`src/rtl/rst_seq_ctrl.sv`:
```
// Ordered reset release sequencer: brings reset domains out of reset one at a time,
// waiting for each domain's ready (or a timeout) before starting the next delay.
module rst_seq_ctrl #(
    parameter int NUM_STAGES  = 4,
    parameter int STAGE_DLY   = 16,
    parameter int SW_HOLD     = 8,
    parameter int RDY_TIMEOUT = 256
) (
    input  logic                  clk,
    input  logic                  rst_ni,
    input  logic                  sw_rst_i,
    input  logic [NUM_STAGES-1:0] rdy_i,
    output logic [NUM_STAGES-1:0] rst_o,
    output logic                  done_o,
    output logic                  timeout_o
);

    localparam int MAX_HS  = (STAGE_DLY > SW_HOLD) ? STAGE_DLY : SW_HOLD;
    localparam int MAX_CNT = (MAX_HS > RDY_TIMEOUT) ? MAX_HS : RDY_TIMEOUT;
    localparam int CW      = $clog2(MAX_CNT);
    localparam int IW      = $clog2(NUM_STAGES);

    localparam logic [CW-1:0] STAGE_LOAD = CW'(STAGE_DLY - 1);
    localparam logic [CW-1:0] SW_LOAD    = CW'(SW_HOLD - 1);
    localparam logic [CW-1:0] TO_LOAD    = CW'(RDY_TIMEOUT - 1);
    localparam logic [IW-1:0] LAST_IDX   = IW'(NUM_STAGES - 1);

    typedef enum logic [2:0] {
        HOLD,
        COUNT,
        WAIT_RDY,
        SWHOLD,
        DONE
    } state_t;

    state_t        state;
    logic [IW-1:0] idx;
    logic [CW-1:0] cnt;

    // One shared down-counter serves the release delay, the ready timeout and the
    // software hold; a software request outranks every other event except in HOLD.
    always_ff @(posedge clk or negedge rst_ni) begin
        if (!rst_ni) begin
            state     <= HOLD;
            idx       <= '0;
            cnt       <= '0;
            rst_o     <= '1;
            done_o    <= 1'b0;
            timeout_o <= 1'b0;
        end else if (sw_rst_i && (state != HOLD)) begin
            state  <= SWHOLD;
            cnt    <= SW_LOAD;
            rst_o  <= '1;
            done_o <= 1'b0;
        end else begin
            case (state)
                HOLD: begin
                    state <= COUNT;
                    idx   <= '0;
                    cnt   <= STAGE_LOAD;
                end
                COUNT: begin
                    if (cnt == '0) begin
                        rst_o[idx] <= 1'b0;
                        state      <= WAIT_RDY;
                        cnt        <= TO_LOAD;
                    end else begin
                        cnt <= cnt - CW'(1);
                    end
                end
                WAIT_RDY: begin
                    // A ready arriving on the final count still counts as ready, not a timeout.
                    if (rdy_i[idx] || (cnt == '0)) begin
                        if (!rdy_i[idx]) begin
                            timeout_o <= 1'b1;
                        end
                        if (idx == LAST_IDX) begin
                            state  <= DONE;
                            done_o <= 1'b1;
                        end else begin
                            idx   <= idx + IW'(1);
                            state <= COUNT;
                            cnt   <= STAGE_LOAD;
                        end
                    end else begin
                        cnt <= cnt - CW'(1);
                    end
                end
                SWHOLD: begin
                    if (cnt == '0) begin
                        state <= COUNT;
                        idx   <= '0;
                        cnt   <= STAGE_LOAD;
                    end else begin
                        cnt <= cnt - CW'(1);
                    end
                end
                DONE: begin
                    state <= DONE;
                end
                default: begin
                    state <= HOLD;
                end
            endcase
        end
    end

endmodule

```
`config.mk`:
```
export PLATFORM = sky130hd
export DESIGN_NAME = rst_seq_ctrl
export DESIGN_NICKNAME = d
export VERILOG_FILES = /design/src/rtl/rst_seq_ctrl.sv
export SDC_FILE = /design/constraint.sdc
export NUM_CORES = 1
export LEC_CHECK = 0
export ABC_AREA = 1
export CELL_PAD_IN_SITES_DETAIL_PLACEMENT = 1
export CELL_PAD_IN_SITES_GLOBAL_PLACEMENT = 2
export CORE_UTILIZATION = 25
export CTS_CLUSTER_SIZE = 30
export DETAILED_ROUTE_END_ITERATION = 10
export PLACE_DENSITY_LB_ADDON = 0.15
export SLEW_MARGIN = 20
export SYNTH_ARGS = -nofsm -noshare
export SYNTH_HDL_FRONTEND = slang
export SYNTH_SLANG_ARGS = --single-unit
```
`constraint.sdc`:
```
create_clock -name clk -period 2.55 [get_ports clk]
set_clock_uncertainty 0.1 [all_clocks]
set_input_delay 0.51 -clock clk [delete_from_list [all_inputs] [get_ports clk]]
set_output_delay 0.51 -clock clk [all_outputs]
set_load 0.01 [all_outputs]
```
==> reports/summary.json, run 1 <==
{
  "final.fill_count": {"value": 568},
  "critical_path.top_delay_family": {"value": "buffers and inverters"},
  "yosys-top-cells-area": {"value": "sky130_fd_sc_hd__dfrtp_1 32%, sky130_fd_sc_hd__nand2_1 17%, sky130_fd_sc_hd__dfstp_2 8.9%"},
  "post_synth_instance_area": {"value": 1180, "unit": "um2"},
  "setup.worst_path.start_class": {"value": "register"},
  "ant_nets": {"value": 0},
  "timing.setup.critical_path_class": {"value": "register to output port"},
  "clock-sinks": {"value": 19},
  "minimum_clock_period": {"value": 1940, "unit": "ps"},
  "chipHeight": {"value": 70.6, "unit": "um"},
  "r2r.worst_path.cells": {"value": 10},
  "post_synth_mux_area_share": {"value": 0, "unit": "%"},
  "maxCapViolations": {"value": 0},
  "dominant_combinational_cell_family_by_area_after_synthesis": {"value": "simple AND/OR/NAND/NOR gates"},
  "grt_overflow": {"value": 0},
  "cts_inserted_buffers": {"value": 3},
  "setup_viol": {"value": 0},
  "design.die.area": {"value": 4980, "unit": "um2"},
  "synthArstFlopShare": {"value": 100, "unit": "%"},
  "peak_per_stage_delay_on_the_critical_path": {"value": 550, "unit": "ps"},
  "worst_min_path_class": {"value": "register to register"},
  "peak_supply_drop": {"value": 0.267, "unit": "mV"},
  "wl_per_cell": {"value": 13.6, "unit": "um"},
  "mostFrequentLayoutCell": {"value": "sky130_fd_sc_hd__nand2_1"},
  "place.gp.congestion": {"value": 0.791},
  "most-common-layout-cells": {"value": "53 x sky130_fd_sc_hd__nand2_1, 20 x sky130_fd_sc_hd__inv_1, 16 x sky130_fd_sc_hd__nand3_1, 15 x sky130_fd_sc_hd__dfrtp_1, 12 x sky130_fd_sc_hd__clkdlybuf4s50_1"},
  "worstReg2RegEnd": {"value": "cnt[5]"},
  "max_slew.worst_pin.slew": {"value": 509, "unit": "ps"},
  "layout-drive-gt1-share": {"value": 12.5, "unit": "%"},
  "sequential_element_share_of_the_synthesized_area": {"value": 40.9, "unit": "%"},
  "post-synth-top-area-fraction": {"value": 31.9, "unit": "%"},
  "finalHoldViolCount": {"value": 0},
  "hpwlAfterDp": {"value": 2.43, "unit": "mm"},
  "clk_latency": {"value": 260, "unit": "ps"},
  "initial_utilization": {"value": 26.5, "unit": "%"},
  "synthesized_nets": {"value": 171},
  "run_status": {"value": "complete, but fails checks"},
  "via_per_inst": {"value": 4.63},
  "path_cells": {"value": "clkdlybuf4s50_1"},
  "area_growth_syn_to_layout": {"value": 20.2, "unit": "%"},
  "timing.critical_path.to_type": {"value": "output port"},
  "buffer_ports.inserted": {"value": 12},
  "detail_route.iter0.violations": {"value": 31},
  "post_synthesis_compound_gate_area_fraction": {"value": 9.57, "unit": "%"},
  "grt_pass1_vias": {"value": 1100},
  "remaining_drc_errors": {"value": 2},
  "track_usage": {"value": 14.5, "unit": "%"},
  "yosys.area_share.xor_xnor": {"value": 1.49, "unit": "%"},
  "synth.yosys.warnings": {"value": 0},
  "layout_worst_path_cycle_share": {"value": 76.1, "unit": "%"},
  "num_io_pins": {"value": 13},
  "drtPass1Iterations": {"value": 7},
  "global_route_wire_length_before_repair": {"value": 5.60, "unit": "mm"},
  "rsz0062_at_grt": {"value": "false"},
  "num_antenna_cells": {"value": 0},
  "pwr_density_cell": {"value": 732, "unit": "nW/um2"},
  "synth_instances": {"value": 159},
  "worst_path_bufs_invs": {"value": 1},
  "simple_gate_area_share_of_the_yosys_netlist": {"value": 35.1, "unit": "%"},
  "timing.critical_path.fanout_max": {"value": 2},
  "design_power_total": {"value": 1.04, "unit": "mW"},
  "synthesis.area_per_instance": {"value": 7.40, "unit": "um2"},
  "data_arrival_time_of_the_worst_path": {"value": 1330, "unit": "ps"},
  "routed_wirelength": {"value": 3.09, "unit": "mm"},
  "timing.hold.worst_path_depth": {"value": 2},
  "synth_enable_flop_cells": {"value": 0},
  "rows": {"value": 24},
  "post-cts-setup-buffers": {"value": 0},
  "min_from": {"value": "rst_o[2]"},
  "clock_tree.buffer_depth": {"value": 2},
  "die_w": {"value": 70.6, "unit": "um"},
  "regToRegSetupSlack": {"value": 780, "unit": "ps"},
  "fmaxAchievable": {"value": 515, "unit": "MHz"},
  "synth_largest_area_cell": {"value": "sky130_fd_sc_hd__dfrtp_1"},
  "fin_tns_setup": {"value": 0, "unit": "ps"},
  "clock-root-buffer": {"value": "sky130_fd_sc_hd__clkbuf_8"},
  "critical_path.reg2reg.startpoint": {"value": "cnt[0]"},
  "final-max-slew-violation-count": {"value": 0},
  "initial_antenna_violation_count": {"value": 0},
  "post_cts_resize_count": {"value": 0},
  "violations": {"value": "design-rule violations"},
  "worst-endpoint-required": {"value": 1940, "unit": "ps"},
  "number_of_distinct_library_cells_after_synthesis": {"value": 26},
  "post_cts_hold_buffer_count": {"value": 0},
  "worstHoldEndpoint": {"value": "rst_o[2]"},
  "prevailing_post_synth_register_cell": {"value": "sky130_fd_sc_hd__dfrtp_1"},
  "coreArea": {"value": 4440, "unit": "um2"},
  "via_count": {"value": 1055},
  "cts.reportedPaths.clkPinSlew": {"value": 70, "unit": "ps"},
  "power.static_leakage": {"value": 0.682, "unit": "nW"},
  "area_share_of_fa_ha_maj_cells_after_synthesis": {"value": 5.32, "unit": "%"},
  "design.final.nets": {"value": 189},
  "timing.critical_path.depth": {"value": 1},
  "finalWorstSetupSlack": {"value": 608, "unit": "ps"},
  "tritoncts": {"value": "built"},
  "synth_seq_cells": {"value": 19},
  "slew_headroom": {"value": 65.9, "unit": "%"},
  "critPathSlowestCell": {"value": "sky130_fd_sc_hd__clkdlybuf4s50_1"},
  "h_tree_lvl_count": {"value": 1},
  "dp_slack": {"value": 415, "unit": "ps"},
  "maximum_number_of_pins_on_one_net_before_global_route_repair": {"value": 12}
}
[through the flow]
step,area [um2],utilization [%],std cells,hold slack [ps]
2_1_floorplan,1180,-,159,114
3_5_place_dp,1370,30.8,224,364
4_1_cts,1410,31.8,228,387
5_1_grt,1410,31.8,228,408
6_report,1410,31.8,228,380
3_3_place_gp,1370,30.8,224,357
[area by class of cell]
class / count / area, um2 / share of cell area, %
multi-input combinational: 117 / 606 / 42.8
sequential: 19 / 480 / 34.0
timing repair buffer: 13 / 128 / 9.03
inverter: 23 / 90.1 / 6.37
tap: 52 / 65.1 / 4.60
clock buffer: 4 / 45.0 / 3.19
[Yosys cell counts (2+ instances only)]
| library cell | count |
|---|---|
| sky130_fd_sc_hd__nand2_1 | 53 |
| sky130_fd_sc_hd__inv_1 | 20 |
| sky130_fd_sc_hd__nand3_1 | 16 |
| sky130_fd_sc_hd__dfrtp_1 | 15 |
| sky130_fd_sc_hd__nor2_1 | 10 |
| sky130_fd_sc_hd__o21ai_0 | 10 |
| sky130_fd_sc_hd__ha_1 | 5 |
| sky130_fd_sc_hd__dfstp_2 | 4 |
| sky130_fd_sc_hd__a21oi_1 | 3 |
| sky130_fd_sc_hd__nand2_2 | 3 |
| sky130_fd_sc_hd__o21ai_1 | 3 |
| sky130_fd_sc_hd__nand2_4 | 2 |
| sky130_fd_sc_hd__xor2_1 | 2 |
[worst max path at each step]
stage / startpoint / to / slack [ps]
global placement: sw_rst_i / cnt[2] / 520
finish: rst_o[2] / rst_o[2] / 610
CTS: rst_o[2] / rst_o[2] / 590
global route: rst_o[2] / rst_o[2] / 560
floorplan: cnt[0] / cnt[5] / 1080
detailed placement: sw_rst_i / cnt[2] / 420
[state kept, by name, summed over array words and instances (netlist names)]
register and cells:
cnt 8, done_o 1, idx 2, rst_o 4, state 3, timeout_o 1
[power by group]
part	total [mW]	leakage, nW	switching [mW]	internal, mW
Combinational	0.397	0.431	0.255	0.142
Clock	0.217	0.0228	0.105	0.111
Sequential	0.422	0.228	0.0671	0.355
Total	1.04	0.682	0.428	0.608
[cell families (layout without fill, tap and decap cells)]
group / Yosys count / count (layout)
AO/OA/AOI/OAI: 19 / 19
flip-flops: 19 / 19
buffers and inverters: 23 / 40
XOR/XNOR: 2 / 2
AND/OR/NAND/NOR: 91 / 91
adder cells (fa/ha/maj): 5 / 5
[per-layer routing]
layer	vias to the layer above	global-route usage [%]	routed length, um
met5	-	0	0
met4	0	4.67	19
met3	2	2.42	70
met2	10	22.5	1420
met1	509	20.7	1580
li1	534	-	-
(Power assumes the default switching activity.)
==> run 2, diff against run 1 <==
==> constraint.sdc (replaced) <==
create_clock -name clk -period 1.9 [get_ports clk]
set_clock_uncertainty 0.1 [all_clocks]
set_input_delay 0.38 -clock clk [delete_from_list [all_inputs] [get_ports clk]]
set_output_delay 0.38 -clock clk [all_outputs]
set_load 0.01 [all_outputs]
==> reports/summary.json, run 2 (synthesized netlist as in run 1, its figures left out) <==
{
  "run_status": {"value": "complete, but fails checks"},
  "violations": {"value": "design-rule violations"},
  "finalHoldViolCount": {"value": 0},
  "initial_antenna_violation_count": {"value": 0},
  "clock_tree.buffer_depth": {"value": 2},
  "post-cts-setup-buffers": {"value": 0},
  "mostFrequentLayoutCell": {"value": "sky130_fd_sc_hd__nand2_1"},
  "layout_worst_path_cycle_share": {"value": 95.1, "unit": "%"},
  "placedInstanceArea": {"value": 1390, "unit": "um2"},
  "critPathSlowestCell": {"value": "sky130_fd_sc_hd__dfstp_2"},
  "hold-worst-slack": {"value": 360, "unit": "ps"},
  "regToRegSetupSlack": {"value": 170, "unit": "ps"},
  "track_usage": {"value": 13.9, "unit": "%"},
  "design_power_total": {"value": 1.43, "unit": "mW"},
  "num_io_pins": {"value": 13},
  "slew_headroom": {"value": 77.6, "unit": "%"},
  "dp_slack": {"value": 39.1, "unit": "ps"},
  "setup_viol": {"value": 0},
  "most-common-layout-cells": {"value": "51 x sky130_fd_sc_hd__nand2_1, 20 x sky130_fd_sc_hd__inv_1, 15 x sky130_fd_sc_hd__nand3_1, 15 x sky130_fd_sc_hd__dfrtp_1, 12 x sky130_fd_sc_hd__clkdlybuf4s50_1"},
  "cts_inserted_buffers": {"value": 3},
  "finalWorstSetupSlack": {"value": 92.7, "unit": "ps"},
  "timing.critical_path.to_type": {"value": "output port"},
  "startpoint": {"value": "rst_o[1]"},
  "chipHeight": {"value": 70.6, "unit": "um"},
  "fmaxAchievable": {"value": 553, "unit": "MHz"},
  "timing.critical_path.depth": {"value": 1},
  "largest_register_ffs": {"value": 8},
  "worst_path_bufs_invs": {"value": 1},
  "detail_route.iter0.violations": {"value": 27},
  "ant_nets": {"value": 0},
  "grt_pass1_vias": {"value": 1203},
  "tritoncts": {"value": "built"},
  "worstReg2RegEnd": {"value": "cnt[2]"},
  "setup.worst_path.start_class": {"value": "register"},
  "buffer_ports.inserted": {"value": 12},
  "power.static_leakage": {"value": 0.697, "unit": "nW"},
  "critical_path.reg2reg.startpoint": {"value": "cnt[0]"},
  "clock-sinks": {"value": 19},
  "hpwlAfterDp": {"value": 2.44, "unit": "mm"},
  "timing.critical_path.fanout_max": {"value": 2},
  "rows": {"value": 24},
  "via_per_inst": {"value": 4.65},
  "final_non_filler_cell_total": {"value": 231},
  "remaining_drc_errors": {"value": 2},
  "worst_setup_path_endpoint": {"value": "rst_o[1]"},
  "via_count": {"value": 1074},
  "regMostFlops": {"value": "cnt"},
  "utilization": {"value": 32.7, "unit": "%"},
  "data_arrival_time_of_the_worst_path": {"value": 1330, "unit": "ps"},
  "initial_utilization": {"value": 26.5, "unit": "%"},
  "path_cells": {"value": "clkdlybuf4s50_1"},
  "clk_latency": {"value": 260, "unit": "ps"},
  "stdcell_area": {"value": 1450, "unit": "um2"},
  "num_antenna_cells": {"value": 0},
  "pwr_density_cell": {"value": 985, "unit": "nW/um2"},
  "design.final.nets": {"value": 192},
  "cts.reportedPaths.clkPinSlew": {"value": 80, "unit": "ps"},
  "layout-drive-gt1-share": {"value": 17.3, "unit": "%"},
  "routed_wirelength": {"value": 3.10, "unit": "mm"},
  "coreArea": {"value": 4440, "unit": "um2"},
  "maxCapViolations": {"value": 0},
  "minimum_clock_period": {"value": 1810, "unit": "ps"},
  "peak_per_stage_delay_on_the_critical_path": {"value": 540, "unit": "ps"},
  "maximum_number_of_pins_on_one_net_before_global_route_repair": {"value": 20},
  "clock-root-buffer": {"value": "sky130_fd_sc_hd__clkbuf_8"},
  "timing.setup.critical_path_class": {"value": "register to output port"},
  "fin_tns_setup": {"value": 0, "unit": "ps"},
  "critical_path.top_delay_family": {"value": "flip-flops"},
  "worst-endpoint-required": {"value": 1420, "unit": "ps"},
  "number_of_placed_instances_with_taps_included": {"value": 227},
  "largest_registers": {"value": "cnt: 8 flops, rst_o: 4 flops, state: 3 flops"},
  "grt_overflow": {"value": 0},
  "global_route_wire_length_before_repair": {"value": 5.44, "unit": "mm"},
  "h_tree_lvl_count": {"value": 1},
  "place.gp.congestion": {"value": 0.819},
  "worst_min_path_class": {"value": "primary input to asynchronous set/reset pin"},
  "drtPass1Iterations": {"value": 7},
  "design.die.area": {"value": 4980, "unit": "um2"},
  "die_w": {"value": 70.6, "unit": "um"},
  "peak_supply_drop": {"value": 0.360, "unit": "mV"},
  "final-max-slew-violation-count": {"value": 0},
  "r2r.worst_path.cells": {"value": 10},
  "max_slew.worst_pin.slew": {"value": 335, "unit": "ps"},
  "area_growth_syn_to_layout": {"value": 23.6, "unit": "%"},
  "wl_per_cell": {"value": 13.4, "unit": "um"}
}
-- run 2: cell types whose count changed in the layout (fill, tap and decap cells not counted), sizes merged --
| cell | delta |
|---|---|
| buf | +3 |
-- run 2: worst min-delay path by stage --
stage / depth (start not counted) / to / slack, ps
2_1_floorplan: 0 / cnt[0] / -20
4_1_cts: 2 / cnt[4] / 370
6_report: 2 / cnt[4] / 360
3_5_place_dp: 2 / cnt[4] / 370
3_3_place_gp: 2 / cnt[4] / 360
5_1_grt: 2 / cnt[4] / 390
-- run 2: metal layers --
metal,routed length [um],vias up,track usage (%)
met4,19,0,4.00
met2,1600,10,24.3
met3,52,2,2.14
met1,1420,519,17.9
met5,0,-,0
li1,-,543,-
-- run 2: cell type report --
| class | count | area, um2 |
|---|---|---|
| Timing Repair Buffer | 16 | 150 |
| Inverter | 23 | 90.1 |
| Multi-Input combinational cell | 117 | 623 |
| Tap cell | 52 | 65.1 |
| Fill cell | 560 | 2990 |
| Clock buffer | 4 | 45.0 |
| Sequential cell | 19 | 480 |
-- run 2: repair_timing --
action                     4_1_cts  5_1_grt
hold buffers                     0        0
gates resized for setup          0        6
setup endpoints to repair        0       12
-- run 2: power by group --
part / switching, mW / total (mW) / internal (mW)
clock: 0.149 / 0.299 / 0.149
combinational: 0.357 / 0.568 / 0.211
sequential: 0.0898 / 0.566 / 0.476
